--- config.mk ---
export PLATFORM = sky130hd
export DESIGN_NAME = set_cmd_issuer
export DESIGN_NICKNAME = d
export VERILOG_FILES = /design/src/rtl/set_pkg.sv /design/src/rtl/set_cmd_fifo.sv /design/src/rtl/set_cmd_issuer.sv
export SDC_FILE = /design/constraint.sdc
export NUM_CORES = 1
export LEC_CHECK = 0
export CELL_PAD_IN_SITES_DETAIL_PLACEMENT = 1
export CELL_PAD_IN_SITES_GLOBAL_PLACEMENT = 1
export CORE_AREA = 2 2 143 145
export CTS_CLUSTER_DIAMETER = 30
export CTS_CLUSTER_SIZE = 10
export DETAILED_ROUTE_END_ITERATION = 7
export DIE_AREA = 0 0 145 147
export PLACE_DENSITY_LB_ADDON = 0.1
export SLEW_MARGIN = 0
export SYNTH_ARGS = -nofsm -noshare
export SYNTH_HDL_FRONTEND = slang
export SYNTH_SLANG_ARGS = --single-unit
export TNS_END_PERCENT = 100
--- constraint.sdc ---
create_clock -name clk -period 2.7 [get_ports clk]
set_clock_uncertainty 0.2 [all_clocks]
set_input_delay 0.54 -clock clk [delete_from_list [all_inputs] [get_ports clk]]
set_output_delay 0.54 -clock clk [all_outputs]
set_load 0.005 [all_outputs]
--- src/rtl/set_pkg.sv ---
// Shared widths, SET mode encodings and issuer types for the SET command issuer.
package set_pkg;

    localparam int CENTRAL_W = 24;
    localparam int RADIUS_W  = 12;
    localparam int MODE_W    = 2;
    localparam int TAG_W     = 4;
    localparam int ENTRY_W   = CENTRAL_W + RADIUS_W + MODE_W + TAG_W;

    localparam logic [MODE_W-1:0] MODE_A   = 2'd0;
    localparam logic [MODE_W-1:0] MODE_AB  = 2'd1;
    localparam logic [MODE_W-1:0] MODE_AXB = 2'd2;
    localparam logic [MODE_W-1:0] MODE_RSV = 2'd3;

    typedef enum logic [1:0] {IDLE, ISSUE, WAIT, OUTPUT} issuer_state_t;

    // One queued command; packed so it maps directly onto a FIFO entry.
    typedef struct packed {
        logic [CENTRAL_W-1:0] central;
        logic [RADIUS_W-1:0]  radius;
        logic [MODE_W-1:0]    mode;
        logic [TAG_W-1:0]     tag;
    } set_cmd_t;

endpackage

--- src/rtl/set_cmd_fifo.sv ---
// Synchronous show-ahead FIFO holding pending SET commands.
module set_cmd_fifo
    import set_pkg::*;
#(
    parameter int DEPTH = 4,
    parameter int W     = ENTRY_W
) (
    input  logic                   clk,
    input  logic                   rst_n,
    input  logic                   push,
    input  logic                   pop,
    input  logic [W-1:0]           wr_data,
    output logic [W-1:0]           rd_data,
    output logic                   full,
    output logic                   empty,
    output logic [$clog2(DEPTH):0] count
);
    localparam int AW = $clog2(DEPTH);

    logic [W-1:0]  mem [DEPTH];
    logic [AW-1:0] wr_ptr;
    logic [AW-1:0] rd_ptr;
    logic          do_push;
    logic          do_pop;

    // A full FIFO refuses pushes even when a pop frees a slot this cycle.
    assign full    = (count == (AW+1)'(DEPTH));
    assign empty   = (count == '0);
    assign do_push = push && !full;
    assign do_pop  = pop && !empty;
    assign rd_data = mem[rd_ptr];

    // Storage array; contents are don't-care until written, so no reset.
    always_ff @(posedge clk) begin
        if (do_push) mem[wr_ptr] <= wr_data;
    end

    // Pointers wrap naturally because DEPTH is a power of two.
    always_ff @(posedge clk or negedge rst_n) begin
        if (!rst_n) begin
            wr_ptr <= '0;
            rd_ptr <= '0;
            count  <= '0;
        end else begin
            if (do_push) wr_ptr <= wr_ptr + 1'b1;
            if (do_pop)  rd_ptr <= rd_ptr + 1'b1;
            case ({do_push, do_pop})
                2'b10:   count <= count + 1'b1;
                2'b01:   count <= count - 1'b1;
                default: ;
            endcase
        end
    end

endmodule

--- src/rtl/set_cmd_issuer.sv ---
// Host-side SET initiator: queues commands, issues one at a time, returns
// tagged results, and converts a missing SET valid into a timeout result.
module set_cmd_issuer
    import set_pkg::*;
#(
    parameter int DEPTH   = 4,
    parameter int TIMEOUT = 255
) (
    input  logic                 clk,
    input  logic                 rst_n,
    input  logic                 cmd_valid,
    output logic                 cmd_ready,
    input  logic [CENTRAL_W-1:0] cmd_central,
    input  logic [RADIUS_W-1:0]  cmd_radius,
    input  logic [MODE_W-1:0]    cmd_mode,
    input  logic [TAG_W-1:0]     cmd_tag,
    output logic                 en,
    output logic [CENTRAL_W-1:0] central,
    output logic [RADIUS_W-1:0]  radius,
    output logic [MODE_W-1:0]    mode,
    input  logic                 busy,
    input  logic                 valid,
    input  logic [7:0]           candidate,
    output logic                 res_valid,
    input  logic                 res_ready,
    output logic [7:0]           res_candidate,
    output logic [TAG_W-1:0]     res_tag,
    output logic                 res_timeout
);
    localparam logic [7:0] TIMEOUT_LIM = 8'(TIMEOUT);

    set_cmd_t                 in_cmd;
    set_cmd_t                 head;
    logic                     fifo_full;
    logic                     fifo_empty;
    logic [$clog2(DEPTH):0]   fifo_level_unused;
    logic                     pop;
    issuer_state_t            state;
    logic [TAG_W-1:0]         tag_q;
    logic [7:0]               wdog;

    assign in_cmd    = '{central: cmd_central, radius: cmd_radius, mode: cmd_mode, tag: cmd_tag};
    assign cmd_ready = !fifo_full;
    // Only IDLE may start a transaction, which keeps one outstanding at a time.
    assign pop       = (state == IDLE) && !fifo_empty && !busy;

    set_cmd_fifo #(.DEPTH(DEPTH), .W(ENTRY_W)) u_fifo (
        .clk     (clk),
        .rst_n   (rst_n),
        .push    (cmd_valid),
        .pop     (pop),
        .wr_data (in_cmd),
        .rd_data (head),
        .full    (fifo_full),
        .empty   (fifo_empty),
        .count   (fifo_level_unused)
    );

    // Issue/wait/return sequencer with watchdog; all outputs registered.
    always_ff @(posedge clk or negedge rst_n) begin
        if (!rst_n) begin
            state         <= IDLE;
            en            <= 1'b0;
            central       <= '0;
            radius        <= '0;
            mode          <= '0;
            tag_q         <= '0;
            wdog          <= '0;
            res_valid     <= 1'b0;
            res_candidate <= '0;
            res_tag       <= '0;
            res_timeout   <= 1'b0;
        end else begin
            case (state)
                IDLE: begin
                    if (pop) begin
                        central <= head.central;
                        radius  <= head.radius;
                        mode    <= head.mode;
                        tag_q   <= head.tag;
                        en      <= 1'b1;
                        state   <= ISSUE;
                    end
                end
                ISSUE: begin
                    en    <= 1'b0;
                    wdog  <= '0;
                    state <= WAIT;
                end
                WAIT: begin
                    if (valid) begin
                        res_candidate <= candidate;
                        res_tag       <= tag_q;
                        res_timeout   <= 1'b0;
                        res_valid     <= 1'b1;
                        state         <= OUTPUT;
                    end else if (wdog == TIMEOUT_LIM) begin
                        res_candidate <= '0;
                        res_tag       <= tag_q;
                        res_timeout   <= 1'b1;
                        res_valid     <= 1'b1;
                        state         <= OUTPUT;
                    end else begin
                        wdog <= wdog + 1'b1;
                    end
                end
                OUTPUT: begin
                    if (res_ready) begin
                        res_valid <= 1'b0;
                        state     <= IDLE;
                    end
                end
                default: state <= IDLE;
            endcase
        end
    end

endmodule

==> impl_metrics.ini, run 1 <==
[status]
run_status = completed

[global_routing]
grt_first_pass_wirelength_um = 31600
grt_pass1_vias = 5534
grt_ovf = 0
grt_use_total_pct = 19.3
number_of_antenna_violations_at_the_first_check_in_global_routing = 0
maximum_number_of_pins_on_one_net_before_global_route_repair = 52

[sta]
drv_slew = 0
achievable-frequency_mhz = 403
worst_slew_margin_rel_pct = 55.5
timing_worst_slew_pin_value_ns = 0.667
finalWorstPathRequiredPeriod_ns = 2.48
final.period_utilization_pct = 91.9
setup-violations-final = 0
timing.setup.tns_ns = 0
grt_setup_unrepaired = no
final_hold_viol_count = 0

[synth]
mappedNetlistArea_um2 = 9400
synthDominantAreaCellType = sky130_fd_sc_hd__edfxtp_1
synthArstFlopShare_pct = 30.6
number_of_enable_type_register_cells_in_the_synthesized_netlist = 168
synth-warning-count = 0
synthDistinctLibCells = 44
synth_ff_type = sky130_fd_sc_hd__edfxtp_1
synthesized_area_per_cell_um2 = 20.8
ys_ff_latch = 242
synth_most_common_cell = sky130_fd_sc_hd__edfxtp_1
yosys.area.top_type_share_pct = 53.7
synth-seq-area-share_pct = 73.4
synth_area_leaders = sky130_fd_sc_hd__edfxtp_1 (54%), sky130_fd_sc_hd__dfrtp_1 (20%), sky130_fd_sc_hd__mux4_2 (9.1%)
netlist_top_cells_count = sky130_fd_sc_hd__edfxtp_1 (168), sky130_fd_sc_hd__dfrtp_1 (74), sky130_fd_sc_hd__mux4_2 (38)
synth_nets = 520
syn_inst = 452

[critical_path]
worst_path_dominant_cell_family = buffers and inverters
cpMaxStageDelayCell = sky130_fd_sc_hd__clkdlybuf4s50_1
cp_num_buf_inv = 2
worst-r2r-setup-slack_ns = 0.26
cp.arrival_ns = 1.74
path_class = register to primary output
regToRegEndpoint = state[1]
cp_max_fo = 6
slowest_delay_ns = 0.54
timing.critical_path.from_type = register
worst_r2r_startpoint = wdog[0]
reg2reg_depth = 5
timing.critical_path.required_ns = 1.96
crit_chain = inv_1 -> nand3_1 -> clkdlybuf4s50_1
cp-end-kind = primary output

[die]
die_area_um2 = 21300
die_height_um = 147
placementRows = 52
floorplan.io_pins = 110
initial_core_util_pct = 47.4
fp.coreArea_um2 = 19800
chipWidth_um = 145

[clock_tree]
htree_levels = 2
cts_made_buffers = 46
cts_root_buf = sky130_fd_sc_hd__clkbuf_16
clk_latency_worst_skew_pair_ns = 0.52
clock_transition_at_the_register_clock_pins_on_the_worst_setup_and_hold_paths_after_cts_ns = 0.05
cts_num_sinks = 242
cts_tree = done
clk_path_buf_depth = 3
postCtsSetupRepairBufs = 0
cts_hold_buffers = 1
post_cts_resize_count = 0

[placement]
dp_hpwl_um = 10700
routabilityCongestion = 0.681
dpl.cell_count = 824
buffer_ports.inserted = 109

[run]
cap_viol_max_count = 0

[detailed_routing]
detail_route.iter0.violations = 227
wirelength_um = 19500
drt-wirelength-per-cell_um = 21.5
remaining_number_of_nets_flagged_by_the_antenna_check_after_routing = 0
route.detailed.drc = 0
routed_via_density = 5.25
route.vias.total = 4778
drtPass1Iterations = 4

[worst_hold_path]
type_of_the_worst_min_delay_path = primary input to async pin

[power]
ir_drop_v = 0.000772
finalPower_uw = 15300
cellLeakagePower_uw = 0.00464
cellPowerDensity_nw_per_um2 = 1230

[layout]
area_growth_syn_to_layout_pct = 32.3
post_route_cells_drive_above_1_share_pct = 29.2
finish.net_count = 671
final.fill_count = 1687
diodes = 0
finalCoreUtilization_pct = 62.7
finalNonFillerCells = 910
cell families (layout without fill, tap and decap cells):
kind of cell | after synthesis | after routing | share of synthesized area (%)
mux | 95 | 95 | 17.8
fa+ha+maj | 12 | 12 | 1.68
compound gates | 27 | 27 | 2.12
buf+inv | 31 | 219 | 2.13
xor+xnor | 6 | 6 | 0.559
simple gates | 39 | 39 | 2.38
flops | 242 | 242 | 73.4
cells in the final DEF, fill, tap and decap left out, types with 4 or more instances in the layout:
cell,Yosys,final
sky130_fd_sc_hd__dfrtp_1,74,72
sky130_fd_sc_hd__clkinvlp_4,0,6
sky130_fd_sc_hd__nand2b_1,4,4
sky130_fd_sc_hd__clkbuf_8,0,5
sky130_fd_sc_hd__nand2_1,6,6
sky130_fd_sc_hd__buf_12,0,8
sky130_fd_sc_hd__nor2_1,4,4
sky130_fd_sc_hd__o21ai_0,4,4
sky130_fd_sc_hd__mux4_1,4,4
sky130_fd_sc_hd__inv_1,12,12
sky130_fd_sc_hd__a21o_1,4,4
sky130_fd_sc_hd__clkbuf_16,0,47
sky130_fd_sc_hd__ha_1,11,11
sky130_fd_sc_hd__clkinv_4,0,5
sky130_fd_sc_hd__inv_6,0,5
sky130_fd_sc_hd__and3_2,0,4
sky130_fd_sc_hd__mux4_2,38,38
sky130_fd_sc_hd__buf_4,1,5
sky130_fd_sc_hd__clkdlybuf4s50_1,0,108
sky130_fd_sc_hd__mux2_4,31,31
sky130_fd_sc_hd__clkinv_2,0,4
sky130_fd_sc_hd__edfxtp_1,168,168
sky130_fd_sc_hd__bufinv_16,0,4
sky130_fd_sc_hd__clkbuf_1,3,8
sky130_fd_sc_hd__a22o_1,9,9
sky130_fd_sc_hd__nand3_1,7,7
sky130_fd_sc_hd__mux2_2,19,19
registers in the layout, indices dropped and copies added (netlist names):
signal and flops:
u_fifo.mem 168, central 24, radius 12, res_candidate 8, wdog 8, res_tag 4, tag_q 4, u_fifo.count 3
mode 2, state 2, u_fifo.rd_ptr 2, u_fifo.wr_ptr 2, en 1, res_timeout 1, res_valid 1
worst max-delay path by stage:
stage	start	endpoint	slack, ns	cells after the start
final	u_fifo.count[0]	cmd_ready	0.22	3
after global routing	wdog[0]	state[1]	0.10	5
after CTS	u_fifo.count[0]	cmd_ready	0.19	3
after detailed placement	busy	u_fifo.count[2]	0.09	8
after global placement	busy	u_fifo.count[2]	0.11	8
after floorplan	state[0]	u_fifo.count[2]	0.24	11
area by class of cell:
class / count / area, µm² / area share [%]
Sequential cell: 242 / 6900 / 55.5
Multi-Input combinational cell: 179 / 2310 / 18.6
Timing Repair Buffer: 122 / 1290 / 10.4
Clock buffer: 60 / 1270 / 10.2
Tap cell: 270 / 338 / 2.72
Clock inverter: 25 / 277 / 2.22
Inverter: 12 / 45.0 / 0.362
per-layer routing:
metal	track usage, %	routed length, µm	up-vias
li1	-	-	2113
met1	24.1	8120	2509
met2	33.3	10100	127
met3	4.97	949	29
met4	6.49	325	0
met5	0	0	-
power by group:
| group | internal, µW | leakage, µW | switching, µW |
|---|---|---|---|
| logic | 2410 | 0.00146 | 1610 |
| registers | 5100 | 0.00243 | 588 |
| clock network | 3730 | 0.000742 | 1870 |
metrics by stage:
step	area [µm²]	hold slack (ns)	worst slack (ns)
after floorplan	9400	0.0444	0.237
after global placement	10900	0.285	0.111
after detailed placement	10900	0.283	0.0925
after CTS	12400	0.295	0.192
after global routing	12400	0.321	0.102
final	12400	0.296	0.217
No activity file was read; power rests on OpenSTA's default activity.
==> run 2, diff against run 1 <==
Settings changed: RECOVER_POWER from default to 25.
==> run 2 against run 1 <==
Against the previous run: first-iteration DRC count down 4.4%; combinational power about the same; non-clock buffer count stayed put; clock power about the same; register-to-register slack about the same; maximum frequency barely moved; design area did not move; global-route usage unchanged; die area stayed put; via count about the same.
==> impl_metrics.ini, run 2 (synthesis results as in run 1) <==
[global_routing]
number_of_antenna_violations_at_the_first_check_in_global_routing = 0
maximum_number_of_pins_on_one_net_before_global_route_repair = 52
grt_first_pass_wirelength_um = 31600
grt_use_total_pct = 19.3
globalRouteMet1Util_pct = 24.1
grt_ovf = 0
met2_usage_pct = 33.3
grt_pass1_vias = 5534
use_met3_pct = 4.97
globalRoute.busiestLayer = met2

[layout]
layout.cells.most_common = sky130_fd_sc_hd__edfxtp_1
final.fill_count = 1687
post_route_cells_drive_above_1_share_pct = 29.2
diodes = 0
finalCoreUtilization_pct = 62.7
regMostFlops = u_fifo.mem
area_growth_syn_to_layout_pct = 32.3
seqCellArea_um2 = 6900
finalNonFillerCells = 910
finish.net_count = 671
most-common-layout-cells = sky130_fd_sc_hd__edfxtp_1 (168), sky130_fd_sc_hd__clkdlybuf4s50_1 (73), sky130_fd_sc_hd__dfrtp_1 (72), sky130_fd_sc_hd__clkbuf_16 (47), sky130_fd_sc_hd__mux4_2 (38)
largest_reg_flops = 168
layout_top_registers = u_fifo.mem (168), central (24), radius (12)
multiInputGateArea_um2 = 2310

[clock_tree]
cts_tree = done
cts_root_buf = sky130_fd_sc_hd__clkbuf_16
cts_num_sinks = 242
clk_latency_worst_skew_pair_ns = 0.52
clk_path_buf_depth = 3
cts_made_buffers = 46
htree_levels = 2
clock_transition_at_the_register_clock_pins_on_the_worst_setup_and_hold_paths_after_cts_ns = 0.05

[sta]
fin_hold_ws_ns = 0.297
drv_slew = 0
grt_setup_unrepaired = no
finalWorstPathRequiredPeriod_ns = 2.48
setup-violations-final = 0
final.period_utilization_pct = 92.0
timing.setup.tns_ns = 0
final_hold_viol_count = 0
achievable-frequency_mhz = 403
timing_worst_slew_pin_value_ns = 0.667
worst_slew_margin_rel_pct = 55.5

[critical_path]
cp.arrival_ns = 1.74
slowest_delay_ns = 0.54
cp_max_fo = 6
worst_r2r_startpoint = wdog[0]
path_class = register to primary output
worst_path_dominant_cell_family = buffers and inverters
crit_start = u_fifo.count[0]
cp_num_buf_inv = 2
timing.critical_path.from_type = register
timing.critical_path.required_ns = 1.96
crit_chain = inv_1 -> nand3_1 -> clkdlybuf4s50_1
cp-end-kind = primary output
cpMaxStageDelayCell = sky130_fd_sc_hd__clkdlybuf4s50_1
worst-r2r-setup-slack_ns = 0.26
reg2reg_depth = 5
regToRegEndpoint = state[1]

[placement]
buffer_ports.inserted = 109
routabilityCongestion = 0.681
dpl.cell_count = 824
dp_hpwl_um = 10700

[die]
floorplan.io_pins = 110
die_area_um2 = 21300
chipWidth_um = 145
initial_core_util_pct = 47.4
placementRows = 52
die_height_um = 147
fp.coreArea_um2 = 19800

[detailed_routing]
remaining_number_of_nets_flagged_by_the_antenna_check_after_routing = 0
drtPass1Iterations = 4
wirelength_um = 19500
route.detailed.drc = 0
detail_route.iter0.violations = 217
routed_via_density = 5.25
route.vias.total = 4780
drt-wirelength-per-cell_um = 21.4

[power]
ir_drop_v = 0.000772
cellLeakagePower_uw = 0.00464
cellPowerDensity_nw_per_um2 = 1230

[worst_hold_path]
type_of_the_worst_min_delay_path = primary input to async pin

[run]
cap_viol_max_count = 0

[status]
run_status = completed
==> run 2: changes by cell type in the layout (fill, tap and decap cells not counted), sizes merged <==
cell,previous run,this run
clkdlybuf4s50,108,73
dlygate4sd3,1,36
==> run 2: cell type report <==
cell class              count  area share, %
clock buffers              60           10.2
clock inverters            25           2.22
inverters                  12          0.362
multi-input cells         179           18.6
flip-flops and latches    242           55.5
well taps                 270           2.72
repair buffers            122           10.4
==> run 2: worst max-delay path by stage <==
| stage | end | cells past startpoint |
|---|---|---|
| floorplan | u_fifo.count[2] | 11 |
| global placement | u_fifo.count[2] | 8 |
| detailed placement | u_fifo.count[2] | 8 |
| CTS | cmd_ready | 3 |
| global route | state[1] | 5 |
| finish | cmd_ready | 3 |
==> run 2: what timing repair did <==
action,in CTS,in global routing
gates resized for setup,0,0
endpoints found under the hold margin,23,0
setup buffers,0,0
setup endpoints to repair,0,0
hold buffers,1,0
==> run 2: through the flow <==
step | area, µm² | total power (µW) | worst slack (ns)
global route | 12400 | 16000 | 0.102
finish | 12400 | 15300 | 0.217
detailed placement | 10900 | 9800 | 0.0925
global placement | 10900 | 9630 | 0.111
CTS | 12400 | 15600 | 0.192
floorplan | 9400 | 8040 | 0.237
==> run 2: metal layers <==
layer / part of all wire [%] / vias to the layer above
met1: 42 / 2507
met2: 52 / 130
met5: 0 / -
met3: 4.9 / 29
li1: - / 2114
met4: 1.7 / 0
==> run 2: report_power, final <==
part	switching, µW	internal, µW
clock network	1870	3730
registers	589	5100
logic	1610	2400
total	4060	11200
